$ cat config.mk
export PLATFORM = sky130hd
export DESIGN_NAME = npu_buf_streamer
export DESIGN_NICKNAME = d
export VERILOG_FILES = /design/src/rtl/npu_buf_streamer.sv
export SDC_FILE = /design/constraint.sdc
export NUM_CORES = 1
export LEC_CHECK = 0
export CAP_MARGIN = 20
export CORE_ASPECT_RATIO = 0.9
export CORE_MARGIN = 10
export CORE_UTILIZATION = 51
export CTS_BUF_LIST = sky130_fd_sc_hd__clkbuf_8
export CTS_CLUSTER_DIAMETER = 30
export DETAILED_ROUTE_END_ITERATION = 10
export PLACE_DENSITY = 0.8
export SLEW_MARGIN = 10
export SYNTH_ARGS = -nofsm -noshare
export SYNTH_HDL_FRONTEND = slang
export SYNTH_SLANG_ARGS = --single-unit
$ cat constraint.sdc
create_clock -name clk -period 4.4 [get_ports clk]
set_input_delay 0.88 -clock clk [delete_from_list [all_inputs] [get_ports clk]]
set_output_delay 0.88 -clock clk [all_outputs]
set_load 0.02 [all_outputs]
$ cat src/rtl/npu_buf_streamer.sv
// npu_buf_streamer: snapshots the (N+1)*K_SIZE-entry NPU buffer on start and
// streams it to the PE core as one weight beat followed by N data beats.
// Ports: clk, reset (async, active-low), buf_i (flattened buffer), start_i,
//   clear_i (sync abort), pe_valid_o/pe_ready_i handshake, pe_data_o,
//   pe_wload_o, pe_last_o, busy_o, done_o, stall_cnt_o.
// Optional macro NPU_STREAM_STALL_CNT_EN enables the saturating stall counter;
// when undefined stall_cnt_o is tied to zero.
module npu_buf_streamer #(
    parameter int N          = 10,
    parameter int K_SIZE     = 3,
    parameter int DATA_WIDTH = 8
) (
    input  logic                                  clk,
    input  logic                                  reset,
    input  logic [(N+1)*K_SIZE*DATA_WIDTH-1:0]    buf_i,
    input  logic                                  start_i,
    input  logic                                  clear_i,
    output logic                                  pe_valid_o,
    input  logic                                  pe_ready_i,
    output logic [K_SIZE*DATA_WIDTH-1:0]          pe_data_o,
    output logic                                  pe_wload_o,
    output logic                                  pe_last_o,
    output logic                                  busy_o,
    output logic                                  done_o,
    output logic [15:0]                           stall_cnt_o
);

    localparam int BUFFER_DEPTH = (N + 1) * K_SIZE;
    localparam int BW           = K_SIZE * DATA_WIDTH;
    localparam int SW           = BUFFER_DEPTH * DATA_WIDTH;
    localparam int RW           = $clog2(N + 1);
    localparam logic [RW-1:0] LAST_ROW = RW'(N - 1);

    typedef enum logic [1:0] {
        IDLE   = 2'd0,
        WEIGHT = 2'd1,
        DATA   = 2'd2
    } state_t;

    state_t          state, state_n;
    logic [RW-1:0]   cnt, cnt_n;
    logic [SW-1:0]   snap, snap_n;
    logic [RW-1:0]   row_idx;
    logic [BW-1:0]   rows [N+1];
    logic            fire;
    logic            start_ok;

    logic            valid_n;
    logic            wload_n;
    logic            last_n;
    logic            done_n;
    logic [BW-1:0]   data_n;

    assign fire     = pe_valid_o && pe_ready_i;
    assign start_ok = (state == IDLE) && start_i && !clear_i;

    always_comb begin
        state_n = state;
        cnt_n   = cnt;
        snap_n  = snap;
        done_n  = 1'b0;
        if (clear_i) begin
            state_n = IDLE;
            cnt_n   = '0;
        end else begin
            unique case (state)
                IDLE: begin
                    if (start_i) begin
                        snap_n  = buf_i;
                        state_n = WEIGHT;
                        cnt_n   = '0;
                    end
                end
                WEIGHT: begin
                    if (fire) begin
                        state_n = DATA;
                        cnt_n   = '0;
                    end
                end
                DATA: begin
                    if (fire) begin
                        if (cnt == LAST_ROW) begin
                            state_n = IDLE;
                            cnt_n   = '0;
                            done_n  = 1'b1;
                        end else begin
                            cnt_n = cnt + RW'(1);
                        end
                    end
                end
                default: begin
                    state_n = IDLE;
                    cnt_n   = '0;
                end
            endcase
        end
    end

    // Beat payload is computed from next-state values so every output is a
    // flop; the weight row is row 0, data row r sits at row r+1.
    always_comb begin
        for (int r = 0; r <= N; r++) begin
            rows[r] = snap_n[r*BW +: BW];
        end
    end

    assign row_idx = cnt_n + RW'(1);

    always_comb begin
        valid_n = (state_n != IDLE);
        wload_n = (state_n == WEIGHT);
        last_n  = (state_n == DATA) && (cnt_n == LAST_ROW);
        data_n  = '0;
        if (state_n == WEIGHT) begin
            data_n = rows[0];
        end else if (state_n == DATA) begin
            data_n = rows[row_idx];
        end
    end

    always_ff @(posedge clk or negedge reset) begin
        if (!reset) begin
            state      <= IDLE;
            cnt        <= '0;
            snap       <= '0;
            pe_valid_o <= 1'b0;
            pe_wload_o <= 1'b0;
            pe_last_o  <= 1'b0;
            pe_data_o  <= '0;
            busy_o     <= 1'b0;
            done_o     <= 1'b0;
        end else begin
            state      <= state_n;
            cnt        <= cnt_n;
            snap       <= snap_n;
            pe_valid_o <= valid_n;
            pe_wload_o <= wload_n;
            pe_last_o  <= last_n;
            pe_data_o  <= data_n;
            busy_o     <= valid_n;
            done_o     <= done_n;
        end
    end

`ifdef NPU_STREAM_STALL_CNT_EN
    logic [15:0] stall_q;

    // Counter holds after done so software can read it back; it is only
    // reset when the next stream is accepted or the stream is aborted.
    always_ff @(posedge clk or negedge reset) begin
        if (!reset) begin
            stall_q <= '0;
        end else if (clear_i || start_ok) begin
            stall_q <= '0;
        end else if (pe_valid_o && !pe_ready_i && (stall_q != 16'hFFFF)) begin
            stall_q <= stall_q + 16'd1;
        end
    end

    assign stall_cnt_o = stall_q;
`else
    logic unused_start_ok;
    assign unused_start_ok = start_ok;
    assign stall_cnt_o     = '0;
`endif

endmodule

[After elaboration in Yosys (flattened, before gate mapping)]
Cells that the tools add are included.
Word-level totals
  bits of input ports: 269
  register bits: 298
  logic and storage cells: 46
  output and inout port bits: 45
Cells by class
  equal/unequal tests: 6
  bitwise gates (word level): 1
  reduce and logical (&&, ||, !) cells: 4
  magnitude comparators: 1
  multiplexer cells: 24
  add/sub/neg operators: 2
Operators by type and width (number)
  two-way mux 264 bit: 3
  binary-select mux 24 bit (select 4 bit): 1
  two-way mux 24 bit: 4
  two-way mux 4 bit: 5
  case mux 4 bit (3 select lines): 1
  two-way mux 2 bit: 5
  adder 4 x 1 -> 4 bit (second input constant): 2
  equality test 4 bit (second input constant): 2
  case mux 2 bit (3 select lines): 1
  >= comparator 5 bit (second input constant): 1
  NOT 4 -> 5 bit: 1
  equality test 2 x 1 -> 1 bit (second input constant): 2
  equality test 2 bit (second input constant): 2
  two-way mux 1 bit: 4
  logical AND 1 bit: 2
  logical NOT 2 bit: 1
  nonzero test 2 bit: 1

[Logic depth before layout (Yosys ltp)]
  depth after elaboration: 12
  gate-level depth with buffers: 16

[Worst setup path before layout]
OpenSTA, ideal clock, no wires.
  path type: input to register
  start point: input port start_i
  end point: register pe_data_o[0]
  slack: 0.881 ns
  path buffers: 4
  arrival: 3.384 ns
  setup time: 0.135 ns
  stages: 13
  cells stage by stage: nor4b_1 > o41a_1 > o21ai_2 > inv_2 > buf_2 > buf_1 > ha_1 > inv_1 > buf_1 > clkbuf_1 > o21ai_0 > a32oi_1 > o211ai_1
Between the ends
  word-level cells in the longest chain between the ends: 10
  elaborated cells on any way between the ends: 18
  those cells by class: add/sub: 1; eq/ne: 2; mux: 14; bitwise: 1
Ends and longest elaborated chain
  start: declaration: line 16  | input logic start_i,
  two-way mux 4 bit: line 68  | if (start_i) begin
  case mux 4 bit (3 select lines): line 66  | unique case (state)
  two-way mux 4 bit: line 62  | if (clear_i) begin
  adder 4 x 1 -> 4 bit: line 107  | assign row_idx = cnt_n + RW'(1);
  NOT 4 -> 5 bit (implied by the code): line 117  | data_n = rows[row_idx];
  binary-select mux 24 bit (select 4 bit): line 117
  two-way mux 24 bit (implied by the code) (2 in series): line 117
  two-way mux 24 bit: line 116  | end else if (state_n == DATA) begin
  two-way mux 24 bit *: line 114  | if (state_n == WEIGHT) begin
  via data_n[0]: line 52  | logic [BW-1:0] data_n;
  end signal: assignment: line 139  | pe_data_o <= data_n;
  end: declaration: line 20  | output logic [K_SIZE*DATA_WIDTH-1:0] pe_data_o,
Mark *: on every way through the listed nets, which the timed path passes. The rest lies on a longest branch. The select of a mux whose other input is x is not followed.

[Worst setup path after layout]
  start point: input port pe_ready_i
  end point: register pe_data_o[19]
Between the ends
  word-level cells in the longest chain between the ends: 11
  elaborated cells on any way between the ends: 18
  those cells by class: add/sub: 1; eq/ne: 2; mux: 13; bitwise: 1; reduce/logical: 1
Ends and longest elaborated chain
  start: declaration: line 19  | input logic pe_ready_i,
  logical AND 1 bit *: line 54  | assign fire = pe_valid_o && pe_ready_i;
  two-way mux 4 bit (on tied branches): line 81, 75
  case mux 4 bit (3 select lines) *: line 66
  two-way mux 4 bit *: line 62
  via cnt_n[1]: line 41  | logic [RW-1:0] cnt, cnt_n;
  adder 4 x 1 -> 4 bit *: line 107
  NOT 4 -> 5 bit (implied by the code) *: line 117
  binary-select mux 24 bit (select 4 bit) *: line 117
  two-way mux 24 bit (implied by the code) * (2 in series): line 117
  two-way mux 24 bit *: line 116
  two-way mux 24 bit *: line 114
  via data_n[19]: line 52
Marked as above.

==> impl_results.md <==
- Final ANT Viol Nets: 0
- CTS clk-pin slew, worst paths: 0.06 ns
- Slew Viols, Final: 0
- PnR worst setup slack: 0.576 ns
- Synth area leader: dfrtp_1
- WL/cell: 22.1 µm
- CTS buffer count: 58
- Worst Tran Pin Value: 0.936 ns
- Flop pwr share: 42.4%
- Final #Nets: 1776
- VDD IR max: 0.232 mV
- Clock Path Buffers: 3
- Commonest cells in the netlist: dfrtp_1 (298), mux2_2 (241), nor2_1 (169), o21ai_0 (70), nor3_1 (50)
- Unrepaired setup endpoints after global routing: no
- DR vias: 10563
- CP Data Arrival Time: 4.25 ns
- Final period util: 86.9%
- First-pass GRT wire length: 65.2 mm
- DRC: 0
- Sequential-to-total area share from yosys stat: 53.5%
- Worst Path Required: 4.83 ns
- Initial antenna violation count: 5
- PostCTS Resize Cnt: 0
- DRT iter0 DRCs: 823
- CTS tree: yes
- Core Footprint: 0.0270 mm²
- Drt total wl: 42.0 mm
- Area share of the largest cell type after synthesis: 53.5%
- Post-route setup TNS: 0 ns
- Total of max-cap violations: 0
- Logic gate share of total power: 19.2%
- Inst Count DP: 1797
- Placer Congestion: 0.868
- Worst-path fanout max: 52
- Vias in the first global route: 11080
- Ys flop type: dfrtp_1
- EDFF count, synth: 0
- Final std cells w/o fill: 1903
- Post-Syn Area: 0.0139 mm²
- Pleak: 0.00770 µW
- Total gr overflow: 0
- Total GRT Usage: 23.7%
- Final setup viols: 0
- Area grow syn2layout: 33.5%
- Synth top area cells: dfrtp_1 (53%), mux2_2 (19%), nor2_1 (4.5%)
- Die width: 194 µm
- Mean Syn Cell Area: 11.6 µm²
- First-pass DRT Iterations: 8
- Status: finished clean
- PortBufs: 297
- Unique masters post-synth: 52
- Clock group share of total power: 38.4%
- Placement Setup Slack: 0.00864 ns
- Postcts setup bufs: 0
- Post-DP HPWL: 29.4 mm
- Post-synth ARST share: 100%
- Layout cell share with drive strength beyond 1: 24.5%
- Htree depth: 2
- Post-Synthesis Cells: 1204
- Final-report hold violation count: 0
- Largest net degree at the start of global routing: 117
- Total clock sinks: 298
- Count leader, synth: dfrtp_1
- Io pins: 314
- Setup Skew: 0.0203 ns
- Yosys reg bits: 298
- Crit. End Element: register
- Fmax achieved: 0.262 GHz
- HP Class: in2async
- Int Pwr: 6030 µW
- Hold_buf cts: 0
- Root buf cell: clkbuf_8
- Net Sw Power: 2120 µW
- Die area: 0.0344 mm²
- Clk_lat worst skew: 0.58 ns
- Floorplan row count: 57
- CP Launch Type: input pin
- Final min period: 3.82 ns
- Die height: 177 µm
- Switching share of power: 26.0%
- Relative slew margins: 37.6%
- Syn. warnings: 0
- Via/cell ratio: 5.55
- Kind of critical path: in2reg
- Power Dens Cells: 438 mW/mm²
- Starting Density: 51.7%
[critical path, stage by stage]
cell and delay [ns]:
clkdlybuf4s50_1 0.51, and3_1 0.21, o32ai_1 0.28, a21oi_1 0.15, nand2b_1 0.19, inv_1 0.09, ha_1 0.38, xor2_4 0.19
buf_4 0.55, nor3_1 0.14, o211ai_1 0.50, o211ai_1 0.16
[metal layers]
metal | track usage (%) | routed length, µm
met1 | 33.8 | 19300
met2 | 35.4 | 18600
met3 | 6.14 | 3200
met4 | 6.02 | 847
met5 | 0 | 63
[power by group through the flow]
| stage | Combinational (µW) | Sequential [µW] | Clock, µW |
|---|---|---|---|
| 6_report | 1560 | 3450 | 3130 |
| 5_1_grt | 1710 | 3500 | 3310 |
| 4_1_cts | 1560 | 3450 | 3180 |
| 3_5_place_dp | 1550 | 3500 | 0 |
| 3_3_place_gp | 1510 | 3470 | 0 |
| 2_1_floorplan | 937 | 3470 | 0 |
[through the flow]
stage | hold WS, ns | utilization [%] | area, µm² | power [µW]
after floorplan | 0.454 | - | 14000 | 4410
after global placement | 0.475 | 64.0 | 17200 | 4980
after detailed placement | 0.479 | 64.1 | 17300 | 5050
after CTS | 0.416 | 69.0 | 18600 | 8190
after global routing | 0.425 | 69.0 | 18600 | 8530
final | 0.364 | 69.0 | 18600 | 8150
[cells in the final DEF (no fill, tap or decap), types with 3 or more instances in the layout]
cell / count
bufinv_16: 8
nor3_1: 49
ha_1: 4
clkdlybuf4s50_1: 296
o21ai_0: 70
and2_1: 22
o211ai_1: 46
nor2_1: 167
nand4_1: 4
nand2b_1: 5
buf_12: 7
nand2_1: 26
clkbuf_8: 69
mux2_2: 241
clkinv_2: 4
nand3_1: 28
clkinvlp_4: 7
a32oi_1: 24
dfrtp_1: 298
clkinv_4: 3
buf_4: 20
inv_1: 42
mux2i_1: 46
conb_1: 16
[sequential cells by signal, summed over array words and instances (netlist names)]
name and cells:
pe_data_o 24, snap 264, cnt 4, state 2, pe_wload_o 1, pe_last_o 1, done_o 1, busy_o 1
[layout make-up]
cell class / instances / area (µm²)
diodes: 1 / 2.50
multi-input cells: 791 / 5960
clock buffers: 69 / 950
inverters: 29 / 114
clock inverters: 36 / 392
well taps: 354 / 443
fillers: 1983 / 8340
flip-flops and latches: 298 / 7460
repair buffers: 325 / 3300
[cells by family (layout without fill, tap and decap cells)]
logic type	Yosys count	count (layout)	synth area share [%]
AND/OR/NAND/NOR	321	321	10.4
flip-flops	298	298	53.5
multiplexers	288	288	22.8
AO/OA/AOI/OAI	158	158	7.86
buffers and inverters	130	459	4.56
adder cells (fa/ha/maj)	4	4	0.359
XOR/XNOR	4	4	0.467
other	1	17	0.0269
[path summary, 6_finish.rpt]
check,start,end,slack [ns],cells after the start
min reg2reg,snap[3],snap[3],0.49,2
min,reset,snap[43],0.36,1
max reg2reg,cnt[0],pe_data_o[19],0.81,12
min in group clk,snap[3],snap[3],0.49,2
max,pe_ready_i,pe_data_o[19],0.58,12
max in group asynchronous,reset,snap[174],2.92,2
Power figures use the tool's default switching activity.
